===== config.mk =====
export PLATFORM = sky130hd
export DESIGN_NAME = uart_rx_framer
export DESIGN_NICKNAME = d
export VERILOG_FILES = /design/src/rtl/uart_rx_pkg.sv /design/src/rtl/slib_counter.sv /design/src/rtl/uart_rx_framer.sv
export SDC_FILE = /design/constraint.sdc
export NUM_CORES = 1
export LEC_CHECK = 0
export ABC_AREA = 1
export CAP_MARGIN = 40
export CORE_UTILIZATION = 59
export CTS_BUF_LIST = sky130_fd_sc_hd__clkbuf_2
export DETAILED_ROUTE_END_ITERATION = 10
export MAX_ROUTING_LAYER = met4
export PLACE_DENSITY = 0.91
export RECOVER_POWER = 50
export SYNTH_ARGS = -nofsm -noshare
export SYNTH_HDL_FRONTEND = slang
export SYNTH_SLANG_ARGS = --single-unit

===== constraint.sdc =====
create_clock -name CLK -period 1.75 [get_ports CLK]
set_input_delay 0.4375 -clock CLK [delete_from_list [all_inputs] [get_ports CLK]]
set_output_delay 0.4375 -clock CLK [all_outputs]
set_load 0.03 [all_outputs]

===== src/rtl/uart_rx_pkg.sv =====
// rtl/uart_rx_pkg.sv - shared types and constants for the UART receive framer
package uart_rx_pkg;

  typedef enum logic [2:0] {
    IDLE  = 3'd0,
    START = 3'd1,
    DATA  = 3'd2,
    PAR   = 3'd3,
    STOP  = 3'd4,
    MWAIT = 3'd5
  } rx_state_t;

  localparam logic [1:0] WLS_5 = 2'b00;
  localparam logic [1:0] WLS_6 = 2'b01;
  localparam logic [1:0] WLS_7 = 2'b10;
  localparam logic [1:0] WLS_8 = 2'b11;

  localparam logic [3:0] SAMPLE_TICK     = 4'd7;
  localparam logic [3:0] LAST_TICK       = 4'd15;
  localparam logic [3:0] MAJ_FIRST_TICK  = 4'd6;
  localparam logic [3:0] MAJ_SECOND_TICK = 4'd7;
  localparam logic [3:0] MAJ_DECIDE_TICK = 4'd8;

  function automatic logic [3:0] wls_bits(input logic [1:0] wls);
    return {2'b00, wls} + 4'd5;
  endfunction

  function automatic logic maj3(input logic a, input logic b, input logic c);
    return (a & b) | (a & c) | (b & c);
  endfunction

endpackage


===== src/rtl/slib_counter.sv =====
// rtl/slib_counter.sv - generic enabled up/down counter with synchronous clear
module slib_counter #(
  parameter int WIDTH = 4,
  parameter bit DOWN  = 1'b0
) (
  input  logic             CLK,
  input  logic             RST,
  input  logic             CLEAR,
  input  logic             ENABLE,
  output logic [WIDTH-1:0] Q
);

  localparam logic [WIDTH-1:0] ONE = WIDTH'(1);

  logic [WIDTH-1:0] r_q;

  always_ff @(posedge CLK or posedge RST) begin
    if (RST) begin
      r_q <= '0;
    end else if (CLEAR) begin
      r_q <= '0;
    end else if (ENABLE) begin
      r_q <= DOWN ? (r_q - ONE) : (r_q + ONE);
    end
  end

  assign Q = r_q;

endmodule


===== src/rtl/uart_rx_framer.sv =====
// rtl/uart_rx_framer.sv - 16x oversampled serial receive framer (5-8 bits, parity, stop, break)
// Define UART_RX_MAJORITY_EN for 2-of-3 voting over ticks 6/7/8 instead of a single tick-7 sample.
module uart_rx_framer
  import uart_rx_pkg::*;
(
  input  logic       CLK,
  input  logic       RST,
  input  logic       RXCLK,
  input  logic       CLEAR,
  input  logic [1:0] WLS,
  input  logic       PEN,
  input  logic       EPS,
  input  logic       SP,
  input  logic       SIN,
  output logic [7:0] DOUT,
  output logic       PE,
  output logic       FE,
  output logic       BI,
  output logic       RXFINISHED
);

  rx_state_t r_state;
  rx_state_t w_next;

  logic       r_sin_meta;
  logic       r_isin;
  logic [3:0] w_tick_cnt;
  logic       w_cnt_clear;
  logic       w_sample_tick;
  logic       w_sample_bit;
  logic       w_boundary;
  logic       w_cap_data;
  logic       w_cap_par;
  logic       w_finish;
  logic [3:0] w_nbits;
  logic       w_xor;

  logic [7:0] r_data;
  logic [3:0] r_bitcnt;
  logic       r_par;
  logic [7:0] r_dout;
  logic       r_pe;
  logic       r_fe;
  logic       r_bi;
  logic       r_finished;

  always_ff @(posedge CLK or posedge RST) begin
    if (RST) begin
      r_sin_meta <= 1'b1;
      r_isin     <= 1'b1;
    end else begin
      r_sin_meta <= SIN;
      r_isin     <= r_sin_meta;
    end
  end

  slib_counter #(
    .WIDTH (4),
    .DOWN  (1'b0)
  ) u_tick_cnt (
    .CLK    (CLK),
    .RST    (RST),
    .CLEAR  (w_cnt_clear),
    .ENABLE (RXCLK),
    .Q      (w_tick_cnt)
  );

`ifdef UART_RX_MAJORITY_EN
  logic [1:0] r_votes;

  always_ff @(posedge CLK or posedge RST) begin
    if (RST) begin
      r_votes <= 2'b11;
    end else if (RXCLK) begin
      if (w_tick_cnt == MAJ_FIRST_TICK)  r_votes[0] <= r_isin;
      if (w_tick_cnt == MAJ_SECOND_TICK) r_votes[1] <= r_isin;
    end
  end

  assign w_sample_tick = RXCLK && (w_tick_cnt == MAJ_DECIDE_TICK);
  assign w_sample_bit  = maj3(r_votes[0], r_votes[1], r_isin);
`else
  assign w_sample_tick = RXCLK && (w_tick_cnt == SAMPLE_TICK);
  assign w_sample_bit  = r_isin;
`endif

  assign w_boundary = RXCLK && (w_tick_cnt == LAST_TICK);
  assign w_nbits    = wls_bits(WLS);
  assign w_xor      = ^r_data;

  always_ff @(posedge CLK or posedge RST) begin
    if (RST) begin
      r_state <= IDLE;
    end else begin
      r_state <= w_next;
    end
  end

  always_comb begin
    w_next      = r_state;
    w_cnt_clear = 1'b0;
    w_cap_data  = 1'b0;
    w_cap_par   = 1'b0;
    w_finish    = 1'b0;
    case (r_state)
      IDLE: begin
        w_cnt_clear = 1'b1;
        if (!r_isin) w_next = START;
      end
      START: begin
        if (w_sample_tick && w_sample_bit) begin
          w_next      = IDLE;
          w_cnt_clear = 1'b1;
        end else if (w_boundary) begin
          w_next = DATA;
        end
      end
      DATA: begin
        w_cap_data = w_sample_tick;
        if (w_boundary && (r_bitcnt >= w_nbits)) w_next = PEN ? PAR : STOP;
      end
      PAR: begin
        w_cap_par = w_sample_tick;
        if (w_boundary) w_next = STOP;
      end
      STOP: begin
        if (w_sample_tick) begin
          w_finish = 1'b1;
          w_next   = w_sample_bit ? IDLE : MWAIT;
        end
      end
      MWAIT: begin
        // A held-low line (break or FE) must go high before a new start can be seen.
        w_cnt_clear = 1'b1;
        if (r_isin) w_next = IDLE;
      end
      default: w_next = IDLE;
    endcase
    if (CLEAR) begin
      w_next      = IDLE;
      w_cnt_clear = 1'b1;
      w_cap_data  = 1'b0;
      w_cap_par   = 1'b0;
      w_finish    = 1'b0;
    end
  end

  always_ff @(posedge CLK or posedge RST) begin
    if (RST) begin
      r_data     <= 8'h00;
      r_bitcnt   <= 4'd0;
      r_par      <= 1'b0;
      r_dout     <= 8'h00;
      r_pe       <= 1'b0;
      r_fe       <= 1'b0;
      r_bi       <= 1'b0;
      r_finished <= 1'b0;
    end else begin
      r_finished <= w_finish;
      if (CLEAR || (r_state == IDLE)) begin
        r_data   <= 8'h00;
        r_bitcnt <= 4'd0;
      end else if (w_cap_data && (r_bitcnt < 4'd8)) begin
        r_data[r_bitcnt[2:0]] <= w_sample_bit;
        r_bitcnt              <= r_bitcnt + 4'd1;
      end
      if (w_cap_par) r_par <= w_sample_bit;
      if (w_finish) begin
        r_dout <= r_data;
        r_fe   <= ~w_sample_bit;
        r_bi   <= ~w_sample_bit && (r_data == 8'h00) && (!PEN || !r_par);
        if (!PEN)     r_pe <= 1'b0;
        else if (SP)  r_pe <= (r_par != ~EPS);
        else if (EPS) r_pe <= w_xor ^ r_par;
        else          r_pe <= ~(w_xor ^ r_par);
      end
    end
  end

  assign DOUT       = r_dout;
  assign PE         = r_pe;
  assign FE         = r_fe;
  assign BI         = r_bi;
  assign RXFINISHED = r_finished;

endmodule

### Word level (Yosys, flattened, before mapping)

Cells that the tools add are included.

* register bits after elaboration: 34
* latch bits: 0
* RAM bits: 0
* memory bits (read-only): 0
* input port bits: 10
* output and inout bits: 12
* word-level logic and storage cells: 89
* memories: 0

* $add $sub $neg: 3
* $mul: 0
* divide/modulo/power cells: 0
* magnitude comparators: 4
* eq/ne operators: 14
* shift operators: 0
* muxes and demuxes: 33
* bitwise operators: 4
* reductions and logical operators: 19

Operators by type and width (count)
* 2-to-1 mux 3 bit: 10
* one-hot mux 3 bit (6 select lines): 1
* 2-to-1 mux 4 bit: 4
* 2-to-1 mux 8 bit: 2
* != test 3 bit, second input constant: 5
* 2-to-1 mux 1 bit: 13
* adder 4 x 1 -> 4 bit, second input constant: 2
* bitwise mux 8 bit: 1
* logical AND 1 bit: 8
* zero test 8 bit: 1
* XOR reduction 8 bit: 1
* == test 3 x 2 -> 1 bit, second input constant: 2
* == test 3 bit, second input constant: 2
* AND reduction 6 bit: 1
* adder 2 x 3 -> 4 bit, second input constant: 1
* == test 4 x 3 -> 1 bit, second input constant: 1
* == test 4 bit, second input constant: 1
* greater-or-equal comparator 4 bit: 1
* less-than comparator 3 x 4 -> 1 bit, second input constant: 1
* less-than comparator 4 bit, second input constant: 1
* != test 4 bit, second input constant: 1
* nonzero test 2 bit: 2
* demux 1 bit (select 3 bit): 1
* == test 3 x 1 -> 1 bit, second input constant: 1
* other kinds (9): 13

### Logic depth before layout (Yosys ltp)

Gate-level depths: netlist (run 1).

* depth in word-level cells: 7
* depth in mapped cells: 12
* mapped depth without buffers: 12

### Cells and area by module

From an unflattened synthesis (run 1), not the netlist that was laid out.

* cells, all modules: 252
* area, all modules: 2039.5 sq um

Modules (own cells, without submodules)
* uart_rx_framer: times used 1, cells an instance 228, area an instance 1845.5 sq um, sequential area each 753.2 sq um
* slib_counter: times used 1, cells an instance 24, area an instance 193.9 sq um, sequential area each 100.1 sq um

### Least setup slack after synthesis (run 1)

No wires, ideal clock.

* path type: input port to flip-flop
* start point: input WLS[0]
* end point: register r_state[0]
* setup time: 0.118 ns
* arrival time: 1.430 ns
* data required time: 1.632 ns
* slack: 0.202 ns
* cell stages on the path: 9
* path buffers: 0
* cells stage by stage: ha_1 inv_1 ha_1 a21oi_1 nand2_1 a21oi_1 nor2_1 nand4_1 nand2_1

* cells in the longest elaborated chain, start to end: 5

RTL lines
* from (decl): RTL line uart_rx_framer.sv:10 `input logic [1:0] WLS,`
* adder 2 x 3 -> 4 bit: RTL line uart_rx_pkg.sv:25 `return {2'b00, wls} + 4'd5;`
* greater-or-equal comparator 4 bit: RTL line uart_rx_framer.sv:120 `if (w_boundary && (r_bitcnt >= w_nbits)) w_next = PEN ? PAR : STOP;`
* logical AND 1 bit: RTL line uart_rx_framer.sv:120
* != test 3 bit (no source line)
* AND reduction 6 bit (no source line)
* to (signal assigned): RTL line uart_rx_framer.sv:95 `r_state <= w_next;`
* to (decl): RTL line uart_rx_framer.sv:22 `rx_state_t r_state;`

No other way between the ends.
A chain may end at the register's enable or synchronous reset.

### Worst setup path after layout (run 1)

* start point: register r_fe, in the netlist FE
* end point: output FE

RTL lines
* from (decl): RTL line uart_rx_framer.sv:43 `logic r_fe;`
* from (signal assigned): RTL line uart_rx_framer.sv:170 `r_fe <= ~w_sample_bit;`
* to (decl): RTL line uart_rx_framer.sv:17 `output logic FE,`

No word-level cell between the ends.

==> flow_metrics.py, run 1 <==
metrics = {
    "setup_path": {
        "start_kind": "register",
        "cp.buffers_inverters": 1,
        "slowest_stage": "dlygate4sd2_1",
        "crit_family": "buffers and inverters",
        "worstPathMaxFanout": 2,
        "end_kind": "output port",
        "crit_chain": "dlygate4sd2_1",
        "worstPathArrival_ns": 1.17,
        "path_class": "register to output port",
        "rrSetupSlack_ns": 0.14,
        "slowest_delay_ns": 0.40,
        "required_ns": 1.31,
    },
    "logic_synthesis": {
        "ys.flop_type": "dfrtp_1",
        "ys_ff_latch": 34,
        "async_reset_ff_frac": 1.00,
        "synth_most_common_cell": "nand2_1",
        "syn_area_mm2": 0.00210,
        "yosys_warnings": 0,
        "synth_cell_types": 29,
        "syn_inst": 270,
        "synth-seq-area-share": 0.407,
        "synth_edf_count": 0,
        "yosys.area.top_type": "dfrtp_1",
        "synth_common_cells": "nand2_1, inv_1, dfrtp_1",
        "syn_area_per_cell_um2": 7.77,
        "synth_top_area_frac": 0.382,
        "syn-num-nets": 291,
        "netlist_top_cells_area": "dfrtp_1, nand2_1, ha_1",
    },
    "place": {
        "place.gp.congestion": 0.916,
        "io_buffers": 21,
        "post-place-ws_ns": -0.428,
        "hpwl_um": 3670,
        "dpl.cell_count": 348,
    },
    "timing": {
        "rsz0062_at_grt": "false",
        "tightest_slew_ns": 0.593,
        "worst_slack_ns": 0.140,
        "fmax_ghz": 0.621,
        "finClkSkew_ns": 0.0221,
        "hold_ws_ns": 0.377,
        "drv_slew": 0,
        "min_period_ns": 1.61,
        "finalCritPeriodShare": 0.920,
        "hold_violations": 0,
        "setup_viol": 0,
        "maxSlewHeadroom": 0.605,
    },
    "clocking": {
        "cts_buffers": 5,
        "cts_sinks": 34,
        "cts-root-buf": "clkbuf_2",
        "htreeDepth": 2,
        "cts_buffer_depth": 2,
        "path_clk_slew_ns": 0.16,
        "cts_tree": "yes",
        "clock_latency_ns": 0.39,
    },
    "detailed_routing": {
        "drtIter0Drc": 110,
        "drtPass1Iterations": 4,
        "drcViolationCount": 0,
        "finalWirelength_um": 4700,
        "wl_per_cell_um": 13.3,
        "routed_via_density": 5.45,
        "drtAntennaViolNets": 0,
        "vias": 1930,
    },
    "finish": {
        "diodes": 0,
        "fillers": 251,
        "nNetsFinal": 330,
        "drive_above_1_share": 0.198,
        "final_cell_count_no_fill": 354,
        "syn_to_final_growth_pct": 20.2,
    },
    "power": {
        "ir_drop_v": 0.000502,
        "leakagePower_nw": 1.33,
        "pwr_density_cell_mw_per_mm2": 912,
    },
    "die": {
        "core_mm2": 0.00336,
        "die_h_um": 61.6,
        "start_util": 0.624,
        "fp-row-count": 21,
        "pin_count": 22,
        "dieArea_mm2": 0.00380,
        "die_w_um": 61.6,
    },
    "grt": {
        "gr-total-overflow": 0,
        "grt_pass1_wl_um": 7490,
        "first_global_vias": 1732,
        "grt_max_degree": 26,
        "antenna_found_initial": 0,
        "grt_usage": 0.281,
    },
    "job": {
        "drv_cap": 0,
    },
    "worst_hold_path": {
        "hold_path.class": "register to register",
    },
    "outcome": {
        "status": "complete, no violations",
    },
}
[timing repair]
action                                 CTS  global route
resized for setup                       13            13
endpoints found under the hold margin    0             0
pin swaps                                0             4
setup endpoints to repair               14             4
setup buffers                            0             0
hold buffers                             0             0
[final timing paths]
| kind | start | to | depth (start not counted) |
|---|---|---|---|
| max | FE | FE | 1 |
| min | r_sin_meta | r_isin | 0 |
| max reg2reg | u_tick_cnt.Q[0] | r_data[6] | 10 |
| min reg2reg | r_sin_meta | r_isin | 0 |
| max in group asynchronous | RST | r_par | 3 |
| min in group asynchronous | RST | u_tick_cnt.Q[3] | 2 |
[power by group]
group          leakage [nW]  switching (W)  internal [W]
clock network        0.0223       0.000258     0.0000792
logic                 0.842       0.000645      0.000397
registers             0.466      0.0000800      0.000841
total                  1.33       0.000983       0.00132
[flip-flops by register name (all words and copies together), names as in the netlist, 3 cells and up]
signal,count
DOUT,8
r_data,8
r_bitcnt,4
u_tick_cnt.Q,4
r_state,3
[kinds of logic (layout without fill, tap and decap cells)]
group,count (synthesis),after routing,share of synthesized area
multiplexers,1,1,0.00477
XOR/XNOR,4,4,0.0167
AND/OR/NAND/NOR,139,139,0.310
flip-flops,34,34,0.407
adder cells (fa/ha/maj),11,11,0.0656
AO/OA/AOI/OAI,36,36,0.106
buffers and inverters,45,83,0.0907
[stage by stage]
stage / setup TNS, ns / power, W / util / area [µm²]
floorplan: 0 / 0.00167 / - / 2100
global placement: -2.61 / 0.00189 / 0.731 / 2460
detailed placement: -4.74 / 0.00193 / 0.731 / 2460
CTS: 0 / 0.00226 / 0.736 / 2480
global route: 0 / 0.00248 / 0.750 / 2520
finish: 0 / 0.00230 / 0.750 / 2520
[per-layer routing]
metal	up-vias	track usage	wire (µm)
met4	0	0.0889	89
met3	12	0.0588	196
met2	56	0.493	2520
li1	945	-	-
met5	-	-	0
met1	917	0.317	1900
[cells in the final DEF, fill, tap and decap left out]
cell type,count
dfstp_2,2
o21ai_2,10
nor2_1,21
nand2_4,4
nand3_1,26
o21ai_0,4
clkbuf_2,6
nand2_1,68
nor2_8,1
o21ai_1,14
a21oi_1,5
dlymetal6s2s_1,2
nor3_2,1
dlygate4sd2_1,12
nor2_4,1
a21oi_2,3
nand3_2,1
nor2_2,2
inv_1,33
xor2_1,2
nand2_2,5
nor3_1,2
clkbuf_1,1
nand4_1,6
mux2i_1,1
clkdlybuf4s50_1,5
nand3b_1,1
clkinv_2,1
clkinv_1,1
ha_4,3
dlygate4sd3_1,2
inv_2,6
buf_4,14
ha_1,8
dfrtp_1,32
xnor2_1,1
xnor2_2,1
[cell type report]
type	instances	area [µm²]	area share
clock buffer	5	25.0	0.00993
clock inverter	1	3.75	0.00149
inverter	40	151	0.0600
multi-input combinational	191	1120	0.443
sequential	34	853	0.338
tap	46	57.6	0.0228
timing repair buffer	37	314	0.125
(Power assumes the default switching activity.)
==> run 2, diff against run 1 <==
--- a/config.mk
+++ b/config.mk
@@ -7,12 +7,13 @@
 export LEC_CHECK = 0
 export ABC_AREA = 1
 export CAP_MARGIN = 40
-export CORE_UTILIZATION = 59
+export CORE_UTILIZATION = 53
 export CTS_BUF_LIST = sky130_fd_sc_hd__clkbuf_2
 export DETAILED_ROUTE_END_ITERATION = 10
 export MAX_ROUTING_LAYER = met4
-export PLACE_DENSITY = 0.91
+export PLACE_DENSITY = 0.87
 export RECOVER_POWER = 50
 export SYNTH_ARGS = -nofsm -noshare
 export SYNTH_HDL_FRONTEND = slang
+export SYNTH_HIERARCHICAL = 1
 export SYNTH_SLANG_ARGS = --single-unit
==> constraint.sdc (replaced) <==
create_clock -name CLK -period 1.3 [get_ports CLK]
set_input_delay 0.325 -clock CLK [delete_from_list [all_inputs] [get_ports CLK]]
set_output_delay 0.325 -clock CLK [all_outputs]
set_load 0.03 [all_outputs]
==> run 2 against run 1 <==
The flow now finishes with violations (setup timing). Combinational power grew 110%. Power increased by 73%. Core utilization up 14 points. Critical path depth rose by 7. Sequential cell count stayed put. Critical endpoint is now PE. Largest cell class unchanged. Highest routed layer unchanged.
==> flow_metrics.py, run 2 <==
metrics = {
    "outcome": {
        "status": "complete, but fails checks",
        "violations": "setup timing",
    },
    "clocking": {
        "cts_tree": "yes",
        "cts-root-buf": "clkbuf_2",
        "clock_latency_ns": 0.46,
        "cts_sinks": 34,
        "cts_hold_buffers": 0,
        "cts_buffers": 5,
        "cts_buffer_depth": 2,
        "htreeDepth": 2,
        "path_clk_slew_ns": 0.25,
    },
    "setup_path": {
        "slowest_stage": "dfrtp_1",
        "worstPathArrival_ns": 2.08,
        "worstRegToRegCells": 8,
        "worstPathMaxFanout": 2,
        "end_kind": "register",
        "required_ns": 1.72,
        "reg2reg_from": "r_data[5]",
        "crit_family": "flip-flops",
        "cp.buffers_inverters": 1,
        "rrSetupSlack_ns": -0.37,
        "start_kind": "register",
        "r2r-end": "PE",
        "slowest_delay_ns": 0.47,
        "crit_path_frequent_cell": "nand2_1",
        "crit_chain": "inv_2, ha_4, xor2_2, xnor2_2, nand2_1, nand2_1, nand3b_1, nand2_1",
        "path_class": "register to register",
    },
    "power": {
        "combinationalPowerShare": 0.547,
        "seqPwrFrac": 0.309,
        "pwr_density_cell_mw_per_mm2": 1220,
        "p_switching_w": 0.00184,
        "pwr-share-clk": 0.144,
        "p_int_w": 0.00214,
        "leakagePower_nw": 1.57,
        "p_total_w": 0.00398,
        "ir_drop_v": 0.000936,
        "p_sw_frac": 0.463,
    },
    "grt": {
        "grt_max_degree": 31,
        "grt_pass1_wl_um": 9650,
        "gr-total-overflow": 0,
        "first_global_vias": 2096,
        "antenna_found_initial": 0,
        "grt_usage": 0.327,
    },
    "logic_synthesis": {
        "netlist_top_cells_area": "dfrtp_1, nand2_1, ha_1",
        "ys_ff_latch": 34,
        "synth_xor_area_frac": 0.0172,
        "yosys.area.top_type": "dfrtp_1",
        "syn_area_mm2": 0.00204,
        "syn_inst": 252,
        "ys.flop_type": "dfrtp_1",
        "synth-seq-area-share": 0.418,
        "synth_common_cells": "nand2_1, dfrtp_1, inv_1",
        "synth-simple-area-share": 0.291,
        "synth_edf_count": 0,
        "synth_cell_types": 30,
        "synth_top_area_frac": 0.393,
        "syn_area_per_cell_um2": 8.09,
        "synth_top_family_by_area": "simple AND/OR/NAND/NOR gates",
        "synth_mux_area_frac": 0,
        "syn-num-nets": 273,
        "synth_most_common_cell": "nand2_1",
        "async_reset_ff_frac": 1.00,
        "yosys_warnings": 6,
        "synth_compound_area_frac": 0.118,
        "synthAdderAreaFrac": 0.0675,
    },
    "timing": {
        "min_period_ns": 1.67,
        "rsz0062_at_grt": "true",
        "drv_slew": 0,
        "worst_slack_ns": -0.366,
        "setup_total_negative_slack_ns": -6.05,
        "setup_viol": 43,
        "finalCritPeriodShare": 1.28,
        "tightest_slew_ns": 0.783,
        "hold_violations": 0,
        "maxSlewHeadroom": 0.478,
        "finClkSkew_ns": 0.0514,
        "hold_ws_ns": 0.292,
        "fmax_ghz": 0.600,
    },
    "detailed_routing": {
        "wl_per_cell_um": 22.0,
        "drtAntennaViolNets": 0,
        "finalWirelength_um": 8480,
        "vias": 2453,
        "drtPass1Iterations": 5,
        "routed_via_density": 6.37,
        "drtIter0Drc": 360,
        "drcViolationCount": 0,
    },
    "finish": {
        "diodes": 0,
        "nNetsFinal": 357,
        "final_cell_mix": "buf_4, nand2_1, dfrtp_1",
        "drive_above_1_share": 0.558,
        "fillers": 123,
        "utilization": 0.888,
        "syn_to_final_growth_pct": 60.6,
        "final_common_cell": "buf_4",
    },
    "die": {
        "fp-row-count": 22,
        "die_h_um": 64.0,
        "dieArea_mm2": 0.00410,
        "start_util": 0.553,
        "die_w_um": 64.0,
        "pin_count": 22,
        "core_mm2": 0.00369,
    },
    "place": {
        "hpwl_um": 3710,
        "post-place-ws_ns": -0.800,
        "io_buffers": 21,
        "place.gp.congestion": 0.968,
    },
    "worst_hold_path": {
        "hold_path.class": "input pin to async pin",
    },
    "job": {
        "drv_cap": 0,
    },
}
## run 2: final cells by class
type	instances	area (µm²)	share of cell area
multi-input cells	178	1470	0.447
flip-flops and latches	34	857	0.262
repair buffers	79	697	0.213
inverters	38	155	0.0474
well taps	48	60.1	0.0183
clock buffers	5	25.0	0.00764
clock inverters	3	16.3	0.00497
## run 2: kinds of logic after synthesis
family | Yosys count
simple gates | 120
compound gates | 42
buf+inv | 41
flops | 34
fa+ha+maj | 11
xor+xnor | 4
## run 2: metrics by stage
stage               cells  cell area [µm²]
CTS                   376             2880
floorplan             252             2100
global placement      359             2640
global route          385             3280
detailed placement    359             2640
finish                385             3280
## run 2: worst max path at each step
stage | start | to | slack [ns] | cells past startpoint
after floorplan | WLS[1] | r_state[2] | -0.19 | 12
after global placement | WLS[0] | r_state[2] | -0.73 | 13
after detailed placement | WLS[0] | r_state[0] | -0.80 | 13
after CTS | r_bitcnt[1] | r_state[2] | -0.15 | 10
after global routing | r_data[5] | PE | -0.44 | 8
final | r_data[5] | PE | -0.37 | 8
## run 2: repair_timing
action / in CTS / in global routing
endpoints found under the setup margin: 40 / 42
cloned: 0 / 2
gates resized for setup: 36 / 90
pin swaps: 10 / 24
setup buffers: 9 / 7
## run 2: power by group through the flow
stage	Sequential [W]	Clock, W	Combinational (W)
global route	0.00124	0.000607	0.00227
CTS	0.00122	0.000517	0.00161
floorplan	0.00124	0	0.000996
global placement	0.00122	0	0.00146
detailed placement	0.00123	0	0.00151
finish	0.00123	0.000575	0.00218
## run 2: routing by layer
layer  vias up  global-route usage  wire length (µm)
met4         0               0.136               723
met5         -                   -                 0
met2       224               0.597              4010
met1      1140               0.343              2810
li1        988                   -                 -
met3       101              0.0589               944
